<file path="src/rtl/crc8_serial_engine_if.sv">
// Byte-stream handshake and CRC result bus for crc8_serial_engine.
// The byte source drives the master side; the engine sits on the slave side.
interface crc8_serial_engine_if;
    logic       clear;
    logic       in_valid;
    logic       in_ready;
    logic [7:0] in_data;
    logic       in_last;
    logic       crc_valid;
    logic [7:0] crc_out;
    logic       busy;

    modport master (
        output clear, in_valid, in_data, in_last,
        input  in_ready, crc_valid, crc_out, busy
    );

    modport slave (
        input  clear, in_valid, in_data, in_last,
        output in_ready, crc_valid, crc_out, busy
    );
endinterface

</file>
<file path="src/rtl/crc8_serial_engine.sv">
// Bit-serial CRC-8: folds each accepted byte into the running CRC MSB first,
// one bit per clock, and pulses crc_valid with the final CRC after the last byte.
module crc8_serial_engine #(
    parameter logic [7:0] POLY   = 8'h07,
    parameter logic [7:0] INIT   = 8'h00,
    parameter logic [7:0] XOROUT = 8'h00
) (
    input logic                 clk,
    input logic                 rst,
    crc8_serial_engine_if.slave bus
);

    typedef enum logic [1:0] {
        IDLE  = 2'd0,
        SHIFT = 2'd1,
        DONE  = 2'd2
    } state_t;

    state_t     state_q, state_d;
    logic [7:0] crc_q, crc_d;
    logic [7:0] shreg_q, shreg_d;
    logic [2:0] bitcnt_q, bitcnt_d;
    logic       last_q, last_d;
    logic       crc_valid_q, crc_valid_d;
    logic [7:0] crc_out_q, crc_out_d;
    logic       fb;
    logic [7:0] crc_shift;

    // NOTE: every variable gets a default at the top so no path leaves one unassigned (no latches).
    always_comb begin
        state_d     = state_q;
        crc_d       = crc_q;
        shreg_d     = shreg_q;
        bitcnt_d    = bitcnt_q;
        last_d      = last_q;
        crc_valid_d = 1'b0;
        crc_out_d   = crc_out_q;
        fb          = crc_q[7] ^ shreg_q[7];
        crc_shift   = {crc_q[6:0], 1'b0} ^ (fb ? POLY : 8'h00);

        unique case (state_q)
            IDLE: begin
                if (bus.in_valid) begin
                    shreg_d  = bus.in_data;
                    last_d   = bus.in_last;
                    bitcnt_d = 3'd7;
                    state_d  = SHIFT;
                end
            end
            SHIFT: begin
                crc_d   = crc_shift;
                shreg_d = {shreg_q[6:0], 1'b0};
                if (bitcnt_q == 3'd0) begin
                    // The final CRC of the frame is the value being shifted in this cycle.
                    if (last_q) begin
                        state_d     = DONE;
                        crc_valid_d = 1'b1;
                        crc_out_d   = crc_shift ^ XOROUT;
                    end else begin
                        state_d = IDLE;
                    end
                end else begin
                    bitcnt_d = bitcnt_q - 3'd1;
                end
            end
            DONE: begin
                crc_d   = INIT;
                state_d = IDLE;
            end
            default: state_d = IDLE;
        endcase

        // Abort wins over everything, including a byte offered in IDLE.
        if (bus.clear) begin
            state_d     = IDLE;
            crc_d       = INIT;
            shreg_d     = 8'h00;
            bitcnt_d    = 3'd0;
            last_d      = 1'b0;
            crc_valid_d = 1'b0;
        end
    end

    // NOTE: sequential state uses non-blocking assignments so all registers update together.
    always_ff @(posedge clk or posedge rst) begin
        if (rst) begin
            state_q     <= IDLE;
            crc_q       <= INIT;
            shreg_q     <= 8'h00;
            bitcnt_q    <= 3'd0;
            last_q      <= 1'b0;
            crc_valid_q <= 1'b0;
            crc_out_q   <= INIT ^ XOROUT;
        end else begin
            state_q     <= state_d;
            crc_q       <= crc_d;
            shreg_q     <= shreg_d;
            bitcnt_q    <= bitcnt_d;
            last_q      <= last_d;
            crc_valid_q <= crc_valid_d;
            crc_out_q   <= crc_out_d;
        end
    end

    assign bus.in_ready  = (state_q == IDLE);
    assign bus.busy      = (state_q != IDLE);
    assign bus.crc_valid = crc_valid_q;
    assign bus.crc_out   = crc_out_q;

endmodule

</file>
<file path="src/flat_wrapper.sv">
// flat-port wrapper written by rule: the top's interface ports become plain ports
module crc8_serial_engine_flat 
#(
    parameter logic [7:0] POLY   = 8'h07,
    parameter logic [7:0] INIT   = 8'h00,
    parameter logic [7:0] XOROUT = 8'h00
)
  (clk, rst, bus_clear, bus_in_valid, bus_in_data, bus_in_last, bus_in_ready, bus_crc_valid, bus_crc_out, bus_busy);
  crc8_serial_engine_if bus_i ();
  input logic clk;
  input logic rst;
  input wire logic [$bits(bus_i.clear)-1:0] bus_clear;
  input wire logic [$bits(bus_i.in_valid)-1:0] bus_in_valid;
  input wire logic [$bits(bus_i.in_data)-1:0] bus_in_data;
  input wire logic [$bits(bus_i.in_last)-1:0] bus_in_last;
  output wire logic [$bits(bus_i.in_ready)-1:0] bus_in_ready;
  output wire logic [$bits(bus_i.crc_valid)-1:0] bus_crc_valid;
  output wire logic [$bits(bus_i.crc_out)-1:0] bus_crc_out;
  output wire logic [$bits(bus_i.busy)-1:0] bus_busy;
  assign bus_i.clear = bus_clear;
  assign bus_i.in_valid = bus_in_valid;
  assign bus_i.in_data = bus_in_data;
  assign bus_i.in_last = bus_in_last;
  assign bus_in_ready = bus_i.in_ready;
  assign bus_crc_valid = bus_i.crc_valid;
  assign bus_crc_out = bus_i.crc_out;
  assign bus_busy = bus_i.busy;
  crc8_serial_engine #(.POLY(POLY), .INIT(INIT), .XOROUT(XOROUT)) u_core (.clk(clk), .rst(rst), .bus(bus_i));
endmodule
</file>
<file path="config.mk">
export PLATFORM = sky130hd
export DESIGN_NAME = crc8_serial_engine_flat
export DESIGN_NICKNAME = d
export VERILOG_FILES = /design/src/rtl/crc8_serial_engine_if.sv /design/src/rtl/crc8_serial_engine.sv /design/src/flat_wrapper.sv
export SDC_FILE = /design/constraint.sdc
export NUM_CORES = 1
export LEC_CHECK = 0
export ABC_CLOCK_PERIOD_IN_PS = 2500
export CORE_UTILIZATION = 55
export DETAILED_ROUTE_END_ITERATION = 8
export GPL_TIMING_DRIVEN = 0
export PLACE_DENSITY = 0.91
export SKIP_LAST_GASP = 1
export SLEW_MARGIN = 15
export SYNTH_ARGS = -nofsm -noshare
export SYNTH_HDL_FRONTEND = slang
export SYNTH_SLANG_ARGS = --single-unit
</file>
<file path="constraint.sdc">
create_clock -name clk -period 2.5 [get_ports clk]
set_input_delay 0.25 -clock clk [delete_from_list [all_inputs] [get_ports clk]]
set_output_delay 0.25 -clock clk [all_outputs]
set_load 0.005 [all_outputs]
</file>
==> out/qor.csv <==
stage,metric,value,unit
floorplan,core footprint,0.002734,sq mm
logic_synthesis,Post-Syn Area,0.001574,sq mm
critical_path,critical-path cell list,"buf_6, nor2_1, clkdlybuf4s50_1",
timing,endpoints failing setup,0,
finish,antenna cells,0,
clock_tree,CTS Sinks,31,
critical_path,slowest cell on the critical path,clkdlybuf4s50_1,
finish,# nets final,192,
logic_synthesis,Post-Syn Instances,148,
global_routing,busiest grt layer,met2,
critical_path,worst r2r src,u_core.bitcnt_q[0],
global_routing,largest net degree at the start of global routing,32,
critical_path,R2R setup slack,0.88,ns
global_routing,grt ovf,0,
routing,DRT Pass-1 Iters,4,
flow_run,total of max-cap violations,0,
timing,RSZ-0062 raised after global routing,no,
routing,DRC errors left,0,
critical_path,cell count along the critical path,3,
placed_design,dpl cell area,0.001833,sq mm
timing,worst-margin pin slew,0.6281,ns
routing,Wirelength per Cell,16.26,um
clock_tree,Skew-Pair Late Insertion Delay,0.34,ns
routing,Final ANT Viol Nets,0,
logic_synthesis,synth warn,0,
critical_path,CP endpoint kind,output pin,
clock_tree,"Hold-fix buffers, CTS",0,
global_routing,GRT met3 Usage,9.368,%
outcome,status,finished clean,
pwr,Peak supply drop,557.6,uV
routing,Starting DRT DRC Count,43,
critical_path,Bufs and invs on worst path,2,
timing,Tcrit/Tclk final,84.31,%
clock_tree,post-cts resize count,0,
pwr,leak pwr,0.0008686,uW
critical_path,Worst Reg-to-Reg Cells,5,
floorplan,Initial Utilization,57.57,%
global_routing,GR Util met2,39.07,%
global_routing,initial antenna violation count,0,
clock_tree,Clock Path Buffers,2,
critical_path,CP top delay family,buffers and inverters,
floorplan,Die Area,0.003080,sq mm
timing,fin. max-slew vios,0,
routing,final WL,3.399,mm
global_routing,M1 GR Usage,32.22,%
timing,Final min period,2.108,ns
timing,slew margin rel.,58.07,%
clock_tree,CTS tree,built,
logic_synthesis,Seq cells post-synth,31,
timing,Setup Skew,0.006621,ns
floorplan,DIE WIDTH,55.50,um
critical_path,Worst Setup EP,bus_in_ready,
timing,worst hold slack,0.2714,ns
finish,layout cells sized above 1,16.29,%
timing,setup TNS,0,ns
placed_design,Placer Congestion,0.8381,
clock_tree,post-CTS setup buffers,0,
logic_synthesis,Avg Synthesized Cell Area,10.64,sq um
global_routing,GRT Resource Usage Total,25.33,%
timing,Max Fclk,474.5,MHz
routing,Vias/cell,5.799,
critical_path,crit path DAT,1.86,ns
clock_tree,H-tree levels,2,
critical_path,r2r endpoint,u_core.bus.crc_out[1],
critical_path,"Largest stage delay, worst path",0.58,ns
finish,post-route cell area,0.001902,sq mm
logic_synthesis,Synth Flop Type,dfrtp_1,
critical_path,crit path launch type,flop,
logic_synthesis,Post-synth EDFFs,0,
clock_tree,"CTS clk-pin slew, worst paths",0.10,ns
finish,utilization after layout,69.57,%
placed_design,Port Buffers,22,
global_routing,vias in the first global route,1216,
clock_tree,CTS buffer count,5,
min_path,HP Class,in -> reg,
finish,Area Growth Syn to Fin,20.83,%
timing,Hold Fails Final Rpt,0,
placed_design,HPWL Detailed,2.386,mm
pwr,total power,1164,uW
logic_synthesis,Unique masters post-synth,39,
routing,via count,1212,
global_routing,first-pass GRT wire length,5.865,mm
floorplan,I/O Pins,24,
logic_synthesis,ys async rst share,100.0,%
critical_path,crit path launch,u_core.state_q[0],
critical_path,CP Max Fanout,10,
clock_tree,CTS root buf,clkbuf_4,
floorplan,Die Ht,55.50,um
pwr,pwr/cell area,611.9,mW/mm^2
floorplan,Row Count,19,
logic_synthesis,Synth Net Count,163,
critical_path,"Req. time, crit path",2.25,ns
logic_synthesis,sequential share of the synthesized area,49.28,%
critical_path,Setup CP Type,reg -> out,
-- cell usage in the layout (no fill, tap or decap), types with 2 or more instances in the layout --
| cell | instances |
|---|---|
| nand3b_1 | 3 |
| buf_6 | 2 |
| inv_1 | 11 |
| buf_2 | 2 |
| nand2b_1 | 3 |
| clkbuf_4 | 5 |
| dfrtp_1 | 31 |
| nor2b_1 | 3 |
| nand3_1 | 2 |
| clkbuf_8 | 2 |
| o21ai_0 | 7 |
| clkdlybuf4s50_1 | 22 |
| clkbuf_1 | 4 |
| ha_1 | 2 |
| a21oi_1 | 14 |
| nand2_1 | 4 |
| xor2_1 | 2 |
| mux2_2 | 10 |
| mux2i_1 | 2 |
| a22oi_1 | 2 |
| a31oi_1 | 2 |
| a22o_1 | 5 |
| nor2_1 | 16 |
| a211oi_1 | 3 |
-- synthesized netlist by cell type, drive strengths merged (2+ instances only) --
master  count  area [sq um]
nand3b      3         22.52
mux2       10         112.6
o21ai       7         35.03
buf         5         40.04
inv        12         45.04
a21oi      14         70.07
a211oi      3         22.52
nor2       16         60.06
a22o        5         43.79
clkbuf      3         11.26
ha          2         25.02
nor2b       4         32.53
a31oi       2         12.51
nand2       4         15.01
xor2        2         17.52
nand2b      4         32.53
dfrtp      31         775.7
a22oi       2         15.01
nand3       3         27.53
mux2i       2         20.02
-- cell families after synthesis --
family                   share of synthesized area (%)
AND/OR/NAND/NOR                                  13.04
multiplexers                                     8.426
buffers and inverters                            6.359
XOR/XNOR                                         3.180
adder cells (fa/ha/maj)                          1.590
flip-flops                                       49.28
AO/OA/AOI/OAI                                    18.12
-- power breakdown --
| group | switching (uW) | internal [uW] |
|---|---|---|
| clock network | 175 | 165 |
| logic | 114 | 131 |
| registers | 31.6 | 547 |
-- registers in the layout, indices dropped and copies added, names as in the netlist --
| register | flops |
|---|---|
| u_core.bus.crc_valid | 1 |
| u_core.crc_q | 8 |
| u_core.last_q | 1 |
| u_core.state_q | 2 |
| u_core.shreg_q | 8 |
| u_core.bitcnt_q | 3 |
| u_core.bus.crc_out | 8 |
-- per-stage QoR --
stage                     setup WS [ns]  cells
after global routing             0.2677    209
after floorplan                   1.096    148
final                            0.3923    209
after global placement           0.7845    201
after CTS                        0.3604    209
after detailed placement         0.7575    201
-- routing by layer --
metal / vias up / wire, um
met4: 0 / 60
met3: 5 / 193
li1: 569 / -
met5: - / 0
met1: 603 / 1439
met2: 35 / 1706
-- layout make-up --
type                    count  area (sq um)
clock buffers               8         68.82
flip-flops and latches     31         775.7
repair buffers             22         220.2
plain buffers               8         51.30
inverters                  13         48.80
well taps                  31         38.79
fillers                   217         832.0
multi-input cells          96         698.2
-- worst min path at each step --
stage / start / to / slack, ns / cells after the start
after floorplan: rst / u_core.bitcnt_q[0] / 0.35 / 1
after global placement: u_core.bitcnt_q[0] / u_core.bitcnt_q[0] / 0.47 / 1
after detailed placement: u_core.bus.crc_out[0] / u_core.bus.crc_out[0] / 0.50 / 1
after CTS: bus_clear / u_core.bitcnt_q[2] / 0.28 / 2
after global routing: bus_clear / u_core.crc_q[5] / 0.33 / 2
final: bus_clear / u_core.bitcnt_q[2] / 0.27 / 2
Note: power is estimated with default switching activity, not from simulation.
